--- src/rtl/scan_pattern_driver.sv ---
// rtl/scan_pattern_driver.sv - two-chain scan pattern driver: loads, captures, unloads and compares
module scan_pattern_driver #(
    parameter int CHAIN_LEN   = 15,
    parameter int CAPTURE_CYC = 1,
    parameter int CNT_W       = 8
) (
    input  logic                 REFCLK,
    input  logic                 RESET,
    input  logic                 PAT_VALID,
    output logic                 PAT_READY,
    input  logic                 PAT_LAST,
    input  logic [CHAIN_LEN-1:0] PAT_SI1,
    input  logic [CHAIN_LEN-1:0] PAT_SI2,
    input  logic [CHAIN_LEN-1:0] PAT_EXP1,
    input  logic [CHAIN_LEN-1:0] PAT_EXP2,
    output logic                 TESTMODE,
    output logic                 SE,
    output logic                 SI1,
    output logic                 SI2,
    input  logic                 SO1,
    input  logic                 SO2,
    output logic                 BUSY,
    output logic                 DONE,
    output logic                 PASS,
    output logic [CNT_W-1:0]     FAIL_CNT,
    output logic [CNT_W-1:0]     FIRST_FAIL_PAT
);

    localparam int BW = (CHAIN_LEN > 1) ? $clog2(CHAIN_LEN) : 1;
    localparam int CW = (CAPTURE_CYC > 1) ? $clog2(CAPTURE_CYC) : 1;
    localparam logic [BW-1:0] BIT_LAST = BW'(CHAIN_LEN - 1);
    localparam logic [CW-1:0] CAP_LAST = CW'(CAPTURE_CYC - 1);

    typedef enum logic [2:0] {
        ST_IDLE, ST_SHIFT, ST_CAPTURE, ST_WAIT_PAT, ST_UNLOAD, ST_DONE
    } state_t;

    state_t               state, state_nx;
    logic [BW-1:0]        bit_cnt;
    logic [CW-1:0]        cap_cnt;
    logic [CHAIN_LEN-1:0] si1_sr, si2_sr, cur_exp1, cur_exp2, exp1_sr, exp2_sr;
    logic                 cur_last, exp_valid;
    logic [CNT_W-1:0]     pat_idx, fail_nx;
    logic                 xfer, new_run, last_bit, last_cap, cap_exit, comparing;
    logic [1:0]           mis;
    logic [CNT_W:0]       fail_sum;

    always_ff @(posedge REFCLK or negedge RESET) begin
        if (!RESET) state <= ST_IDLE;
        else        state <= state_nx;
    end

    always_comb begin
        xfer      = PAT_VALID && PAT_READY;
        new_run   = xfer && (state != ST_WAIT_PAT);
        last_bit  = (bit_cnt == BIT_LAST);
        last_cap  = (cap_cnt == CAP_LAST);
        cap_exit  = (state == ST_CAPTURE) && last_cap;
        comparing = ((state == ST_SHIFT) && exp_valid) || (state == ST_UNLOAD);
        mis       = {1'b0, SO1 ^ exp1_sr[0]} + {1'b0, SO2 ^ exp2_sr[0]};
        fail_sum  = {1'b0, FAIL_CNT} + {{(CNT_W-1){1'b0}}, mis};
        fail_nx   = FAIL_CNT;
        if (new_run)        fail_nx = '0;
        else if (comparing) fail_nx = fail_sum[CNT_W] ? '1 : fail_sum[CNT_W-1:0];
        state_nx = state;
        case (state)
            ST_IDLE, ST_WAIT_PAT, ST_DONE: if (xfer) state_nx = ST_SHIFT;
            ST_SHIFT:   if (last_bit) state_nx = ST_CAPTURE;
            ST_CAPTURE: if (last_cap) state_nx = cur_last ? ST_UNLOAD : ST_WAIT_PAT;
            ST_UNLOAD:  if (last_bit) state_nx = ST_DONE;
            default:    state_nx = ST_IDLE;
        endcase
    end

    // Outputs are decoded from the next state so every pin comes straight from a flop.
    always_ff @(posedge REFCLK or negedge RESET) begin
        if (!RESET) begin
            PAT_READY      <= 1'b1;
            TESTMODE       <= 1'b0;
            SE             <= 1'b0;
            SI1            <= 1'b0;
            SI2            <= 1'b0;
            BUSY           <= 1'b0;
            DONE           <= 1'b0;
            PASS           <= 1'b0;
            FAIL_CNT       <= '0;
            FIRST_FAIL_PAT <= '0;
            bit_cnt        <= '0;
            cap_cnt        <= '0;
            si1_sr         <= '0;
            si2_sr         <= '0;
            cur_exp1       <= '0;
            cur_exp2       <= '0;
            exp1_sr        <= '0;
            exp2_sr        <= '0;
            cur_last       <= 1'b0;
            exp_valid      <= 1'b0;
            pat_idx        <= '0;
        end else begin
            PAT_READY <= (state_nx == ST_IDLE) || (state_nx == ST_WAIT_PAT) || (state_nx == ST_DONE);
            TESTMODE  <= (state_nx == ST_SHIFT) || (state_nx == ST_CAPTURE) ||
                         (state_nx == ST_WAIT_PAT) || (state_nx == ST_UNLOAD);
            SE        <= (state_nx == ST_SHIFT) || (state_nx == ST_UNLOAD);
            BUSY      <= (state_nx != ST_IDLE) && (state_nx != ST_DONE);
            DONE      <= (state_nx == ST_DONE);
            PASS      <= (state_nx == ST_DONE) && (fail_nx == '0);
            FAIL_CNT  <= fail_nx;
            SI1       <= 1'b0;
            SI2       <= 1'b0;
            if (xfer) begin
                SI1      <= PAT_SI1[0];
                SI2      <= PAT_SI2[0];
                si1_sr   <= PAT_SI1 >> 1;
                si2_sr   <= PAT_SI2 >> 1;
                cur_exp1 <= PAT_EXP1;
                cur_exp2 <= PAT_EXP2;
                cur_last <= PAT_LAST;
            end else if ((state == ST_SHIFT) && !last_bit) begin
                SI1    <= si1_sr[0];
                SI2    <= si2_sr[0];
                si1_sr <= si1_sr >> 1;
                si2_sr <= si2_sr >> 1;
            end
            if ((state == ST_SHIFT) || (state == ST_UNLOAD))
                bit_cnt <= last_bit ? '0 : bit_cnt + 1'b1;
            if (state == ST_CAPTURE)
                cap_cnt <= last_cap ? '0 : cap_cnt + 1'b1;
            // Responses leaving the chain belong to the pattern before the one being loaded.
            if (comparing) begin
                exp1_sr <= exp1_sr >> 1;
                exp2_sr <= exp2_sr >> 1;
                if ((mis != 2'd0) && (FAIL_CNT == '0))
                    FIRST_FAIL_PAT <= pat_idx - 1'b1;
            end
            if (new_run) begin
                exp_valid      <= 1'b0;
                pat_idx        <= '0;
                FIRST_FAIL_PAT <= '0;
            end
            if (cap_exit) begin
                exp1_sr   <= cur_exp1;
                exp2_sr   <= cur_exp2;
                exp_valid <= 1'b1;
                if (pat_idx != '1) pat_idx <= pat_idx + 1'b1;
            end
        end
    end

endmodule

--- config.mk ---
export PLATFORM = sky130hd
export DESIGN_NAME = scan_pattern_driver
export DESIGN_NICKNAME = d
export VERILOG_FILES = /design/src/rtl/scan_pattern_driver.sv
export SDC_FILE = /design/constraint.sdc
export NUM_CORES = 1
export LEC_CHECK = 0
export BUFFER_PORTS_ARGS = -buffer_cell sky130_fd_sc_hd__buf_2
export CAP_MARGIN = 20
export CORE_MARGIN = 2
export CORE_UTILIZATION = 30
export CTS_BUF_LIST = sky130_fd_sc_hd__clkbuf_4 sky130_fd_sc_hd__clkbuf_8 sky130_fd_sc_hd__clkbuf_16
export CTS_CLUSTER_SIZE = 40
export DETAILED_ROUTE_END_ITERATION = 10
export GPL_TIMING_DRIVEN = 0
export PLACE_DENSITY_LB_ADDON = 0.25
export SYNTH_ARGS = -nofsm -noshare
export SYNTH_HDL_FRONTEND = slang
export SYNTH_SLANG_ARGS = --single-unit
--- constraint.sdc ---
create_clock -name REFCLK -period 2.5 [get_ports REFCLK]
set_input_delay 0.5 -clock REFCLK [delete_from_list [all_inputs] [get_ports REFCLK]]
set_output_delay 0.5 -clock REFCLK [all_outputs]
set_load 0.02 [all_outputs]
==> results of run 1 <==
critical path, cell delays in order (launching register included):
cell and delay (ns):
dfrtp_1 0.41, xor2_2 0.16, inv_1 0.06, ha_1 0.28
ha_2 0.18, inv_2 0.04, fa_2 0.35, nand3b_1 0.23
a21oi_2 0.20, nand3_1 0.11, a32o_2 0.32, nor4_4 0.28
layer usage:
metal | global-route usage | vias to the layer above | share of wire
met5 | 0 | - | 0.0011
met1 | 0.201 | 2326 | 0.50
li1 | - | 2453 | -
met4 | 0.0353 | 2 | 0.0072
met2 | 0.217 | 94 | 0.44
met3 | 0.0467 | 11 | 0.055
logic make-up after synthesis:
kind of cell | after synthesis
fa+ha+maj | 7
xor+xnor | 10
compound gates | 109
buf+inv | 61
simple gates | 311
flops | 129
mux | 36
registers in the layout, indices dropped and copies added (netlist names), 3 cells and up:
name	cells
si2_sr	14
si1_sr	14
FAIL_CNT	8
cur_exp1	15
exp1_sr	15
exp2_sr	15
pat_idx	8
cur_exp2	15
FIRST_FAIL_PAT	8
state	3
bit_cnt	4
area by class of cell:
class                           instances  area (um^2)
Fill cell                            2043        11900
Sequential cell                       129         3230
Multi-Input combinational cell        473         2590
Timing Repair Buffer                   96          534
Clock buffer                           18          439
Tap cell                              265          332
Clock inverter                         14          284
Buffer                                 44          181
Inverter                               17         63.8
placed cells by master (no fill, tap or decap), drive strengths merged, types with 8 or more instances in the layout:
cell | netlist | routed
a31oi | 30 | 30
bufinv | 0 | 8
mux2i | 36 | 36
nand2 | 199 | 199
nor2 | 56 | 56
a21oi | 10 | 10
o21ai | 46 | 46
clkbuf | 35 | 55
buf | 9 | 102
nand2b | 9 | 9
nand3 | 12 | 12
dfrtp | 128 | 128
inv | 17 | 17
metrics by stage:
step                      total power (uW)  instances  TNS, ns
final                                 9550       1056   -0.208
after global routing                 10300       1056   -0.552
after CTS                             9640       1054   -0.219
after detailed placement              6540       1018    -1.81
after global placement                6470       1017  -133.94
after floorplan                       5600        663  -0.0691
report_power, final:
group | internal (uW) | leakage, uW | switching (uW)
clock | 2100 | 0.000338 | 946
sequential | 2940 | 0.00165 | 480
combinational | 1180 | 0.00162 | 1900
total | 6220 | 0.00362 | 3330
path summary, 6_finish.rpt:
kind                                         startpoint                             to  slack (ns)  cells after the start
worst max-delay path             exp2_sr[0]$_DFFE_PN0P_                 PASS$_DFF_PN0_       -0.20                     11
worst min-delay path                        PAT_EXP1[6]        cur_exp1[6]$_DFFE_PN0P_        0.27                      3
worst max register to register   exp2_sr[0]$_DFFE_PN0P_                 PASS$_DFF_PN0_       -0.20                     11
worst min register to register  cur_exp1[9]$_DFFE_PN0P_        cur_exp1[9]$_DFFE_PN0P_        0.47                      2
max in group asynchronous                         RESET                  SI1$_DFF_PN0_        1.15                      3
min in group asynchronous                         RESET  FIRST_FAIL_PAT[3]$_DFFE_PN0P_        0.57                      2
timing repair:
action | in CTS | in global routing
setup buffers | 3 | 2
endpoints found under the hold margin | 20 | 0
pin swaps | 0 | 10
endpoints found under the setup margin | 3 | 37
gates resized for setup | 1 | 12
hold buffers | 1 | 0
gates cloned | 0 | 0
==> flow_summary.ini, run 1 <==
[status]
status = complete, but fails checks
violations = negative setup slack

[detailed_routing]
routedWlPerCell_um = 13.9
viasPerCell = 4.63
drc = 0
first_iter_violations = 298
drtAntennaViolNets = 0
vias = 4886
firstDrtPassIters = 4
wl_mm = 14.6

[sta]
rsz0062_at_grt = true
worst_slack_ns = -0.204
timing.slew.headroom = 0.511
period_minus_slack_ns = 2.70
fmax_mhz = 370
setup_viol = 2
worst_hold_slack_ns = 0.274
finalHoldViolCount = 0
final_max_slew_viol_count = 0
post-route-period-util = 1.08
clock_skew_ns = 0.00725
worstMarginPinSlew_ns = 0.734

[clock_tree]
cts_tree = done
root_buffer = clkbuf_16
path_clk_slew_ns = 0.06
numCtsBuffers = 17
cts.sinks = 129
cts_buffer_depth = 2
worstSkewPairLatency_ns = 0.42
htreeDepth = 4

[cells_and_area]
post-route-util = 0.392
nNetsFinal = 851
antennaDiodeCount = 0
design_area_um2 = 7650
area_delta_synth_final_pct = 27.5
drive_gt1_frac = 0.192

[logic_synthesis]
synth_cells = 663
synthAdderAreaFrac = 0.0158
syn_avg_cell_area_um2 = 9.05
syn_nets = 736
synth_xor_xnor_area_share = 0.0146
synth.area.top_cells = dfrtp_1 (53%), nand2_1 (12%), mux2i_1 (6.0%)
syn_area_um2 = 6000
yosys.area_share.simple = 0.220
ys_warn_count = 0
yosysTopAreaCell = dfrtp_1
yosys-mux-area-fraction = 0.0600
synth_cell_type_count = 52
synthTopCellsByCount = nand2_1 (199), dfrtp_1 (128), nor2_1 (56)
synth_seq_cells = 129
synth-edff-count = 0
async_flop_share = 1.00
yosys.area.top_type_share = 0.534
synthFlopType = dfrtp_1
ys_seq_area_frac = 0.538
yosysMostFrequentCell = nand2_1
synth_top_family_by_area = simple AND/OR/NAND/NOR gates
synth_compound_area_frac = 0.111

[placed_design]
place_ws_ns = -0.589
dpl.hpwl_mm = 10.1
place_congestion = 0.771
io_buffers = 89
dpl_cell_area_um2 = 6830

[floorplanning]
ios = 90
initial_utilization = 0.307
core_area_um2 = 19500
die_y_um = 145
die_area_um2 = 21200
rows = 51
dieWidth_um = 145

[worst_setup_path]
cp.arrival_ns = 3.03
cp_data_required_time_ns = 2.82
endpoint_kind = flop
path_class = flop to flop
start_kind = flop
critPathMaxFanout = 3

[global_routing]
grt.total_usage = 0.144
grt_pass1_vias = 4831
grt_overflow = 0
antenna_found_initial = 2
grt_pass1_wl_mm = 24.7
grt_max_degree = 94

[power_and_ir_drop]
ir_drop_mv = 0.561
powerDensity_nw_per_um2 = 1250
p_leak_uw = 0.00362

[job]
maxCapViolCount = 0

[worst_hold_path]
hold_class = input port to flop
(Power assumes the default switching activity.)
==> inputs of run 2 (changes only) <==
CELL_PAD_IN_SITES_DETAIL_PLACEMENT = 1   (was unset)
CELL_PAD_IN_SITES_GLOBAL_PLACEMENT = 1   (was unset)
CORE_ASPECT_RATIO = 0.7   (was unset)
CORE_MARGIN = 3   (was 2)
==> run 2 against run 1 <==
  * Clock power fell by 13%
  * Highest routed layer unchanged
  * Non-clock buffer count is 2 higher
  * Count of clock-buffer cells in the layout is 2 higher
  * Largest cell class unchanged
  * Largest power group unchanged
  * Sequential share of layout area increased by 0.27 points
  * Flip-flop and latch count stayed put
  * The run still ends with negative setup slack left
==> flow_summary.ini, run 2 (synthesis results as in run 1) <==
[floorplanning]
rows = 42
die_y_um = 124
dieWidth_um = 175
initial_utilization = 0.311
ios = 90
die_area_um2 = 21800
core_area_um2 = 19300

[sta]
post-route-period-util = 1.09
timing.slew.headroom = 0.459
finalHoldViolCount = 0
period_minus_slack_ns = 2.73
final_max_slew_viol_count = 0
setup-tns-final_ns = -0.385
clock_skew_ns = 0.0111
worst_slack_ns = -0.233
fmax_mhz = 366
setup_viol = 4
worstMarginPinSlew_ns = 0.812
rsz0062_at_grt = true

[detailed_routing]
drtAntennaViolNets = 0
vias = 5102
routedWlPerCell_um = 16.3
first_iter_violations = 255
viasPerCell = 4.83
drc = 0
firstDrtPassIters = 4
wl_mm = 17.2

[worst_setup_path]
r2r_cells = 12
start_kind = flop
path_class = flop to flop
r2r-start = exp2_sr[0]$_DFFE_PN0P_
endpoint_kind = flop
cp_data_required_time_ns = 2.79
r2r_slack_ns = -0.23
critPathMaxFanout = 3
cp.arrival_ns = 3.02
rr_endpoint = PASS$_DFF_PN0_

[cells_and_area]
antennaDiodeCount = 0
nNetsFinal = 853
fill_cells = 2293
drive_gt1_frac = 0.199
area_delta_synth_final_pct = 26.7
final_common_cell = nand2_1
final_cell_mix = nand2_1 (199), dfrtp_1 (128), buf_2 (92), nor2_1 (55), o21ai_0 (45)

[placed_design]
io_buffers = 89
dpl.hpwl_mm = 12.2
place_congestion = 0.805

[clock_tree]
cts_tree = done
path_clk_slew_ns = 0.06
htreeDepth = 4
root_buffer = clkbuf_16
worstSkewPairLatency_ns = 0.42
numCtsBuffers = 17
cts_buffer_depth = 2
cts.sinks = 129

[worst_hold_path]
hold_class = input port to flop
hold_path_end = cur_exp2[5]$_DFFE_PN0P_
min_path_cells = 3
hp-start = PAT_EXP2[5]

[power_and_ir_drop]
p_leak_uw = 0.00359
powerDensity_nw_per_um2 = 1240
ir_drop_mv = 0.404
power_uw = 9400

[status]
violations = negative setup slack
status = complete, but fails checks

[global_routing]
antenna_found_initial = 1
grt.total_usage = 0.162
grt_pass1_vias = 5561
grt_overflow = 0
grt_pass1_wl_mm = 28.3
grt_max_degree = 89

[job]
maxCapViolCount = 0
## run 2: per-stage QoR
| step | instance area [um^2] | util | worst slack [ns] | std cells | hold slack, ns |
|---|---|---|---|---|---|
| floorplan | 6020 | - | -0.0691 | 663 | 0.204 |
| global placement | 6800 | 0.352 | -0.849 | 1016 | 0.463 |
| detailed placement | 6830 | 0.354 | -0.611 | 1017 | 0.451 |
| CTS | 7510 | 0.389 | -0.276 | 1054 | 0.254 |
| global route | 7600 | 0.394 | -0.314 | 1056 | 0.269 |
| finish | 7600 | 0.394 | -0.233 | 1056 | 0.270 |
## run 2: how the worst max path moves through the flow
| stage | slack [ns] | from | cells past startpoint | to |
|---|---|---|---|---|
| after detailed placement | -0.61 | SO1 | 11 | PASS$_DFF_PN0_ |
| final | -0.23 | exp2_sr[0]$_DFFE_PN0P_ | 12 | PASS$_DFF_PN0_ |
| after global routing | -0.31 | exp2_sr[0]$_DFFE_PN0P_ | 12 | PASS$_DFF_PN0_ |
| after floorplan | -0.07 | SO2 | 10 | PASS$_DFF_PN0_ |
| after global placement | -0.85 | RESET | 1 | cur_exp1[0]$_DFFE_PN0P_ |
| after CTS | -0.28 | exp2_sr[0]$_DFFE_PN0P_ | 11 | PASS$_DFF_PN0_ |
## run 2: cell type report
class / count / area [um^2] / area share
inverters: 17 / 63.8 / 0.00839
plain buffers: 43 / 179 / 0.0235
flip-flops and latches: 129 / 3230 / 0.425
multi-input cells: 473 / 2630 / 0.346
well taps: 264 / 330 / 0.0434
clock inverters: 11 / 163 / 0.0214
clock buffers: 20 / 454 / 0.0597
repair buffers: 99 / 553 / 0.0727
## run 2: routing by layer
| layer | routed length [um] | part of all wire | track usage | vias up |
|---|---|---|---|---|
| met2 | 7800 | 0.45 | 0.258 | 94 |
| met4 | 212 | 0.012 | 0.0469 | 2 |
| met3 | 645 | 0.038 | 0.0411 | 14 |
| met1 | 8530 | 0.50 | 0.219 | 2548 |
| li1 | - | - | - | 2444 |
| met5 | 13 | 0.00076 | 0 | - |
## run 2: power breakdown
group | leakage (uW) | internal, uW | switching, uW | total [uW]
clock network | 0.000298 | 1700 | 923 | 2630
logic | 0.00164 | 1250 | 2040 | 3300
registers | 0.00165 | 2950 | 529 | 3470
## run 2: critical path: stages (launching register included)
cell and delay, ns:
dfrtp_1 0.41, xor2_2 0.21, inv_2 0.06, ha_4 0.27
ha_4 0.13, inv_2 0.04, fa_2 0.36, nand3b_1 0.27
buf_4 0.20, o2bb2ai_1 0.21, a21oi_2 0.14, o31ai_4 0.23
nor4_4 0.08
## run 2: repair_timing
action	in CTS	in global routing
hold buffers	1	0
pin swaps	6	10
endpoints found under the setup margin	5	41
resized for setup	3	16
hold endpoints to repair	3	0
buffers inserted	5	3
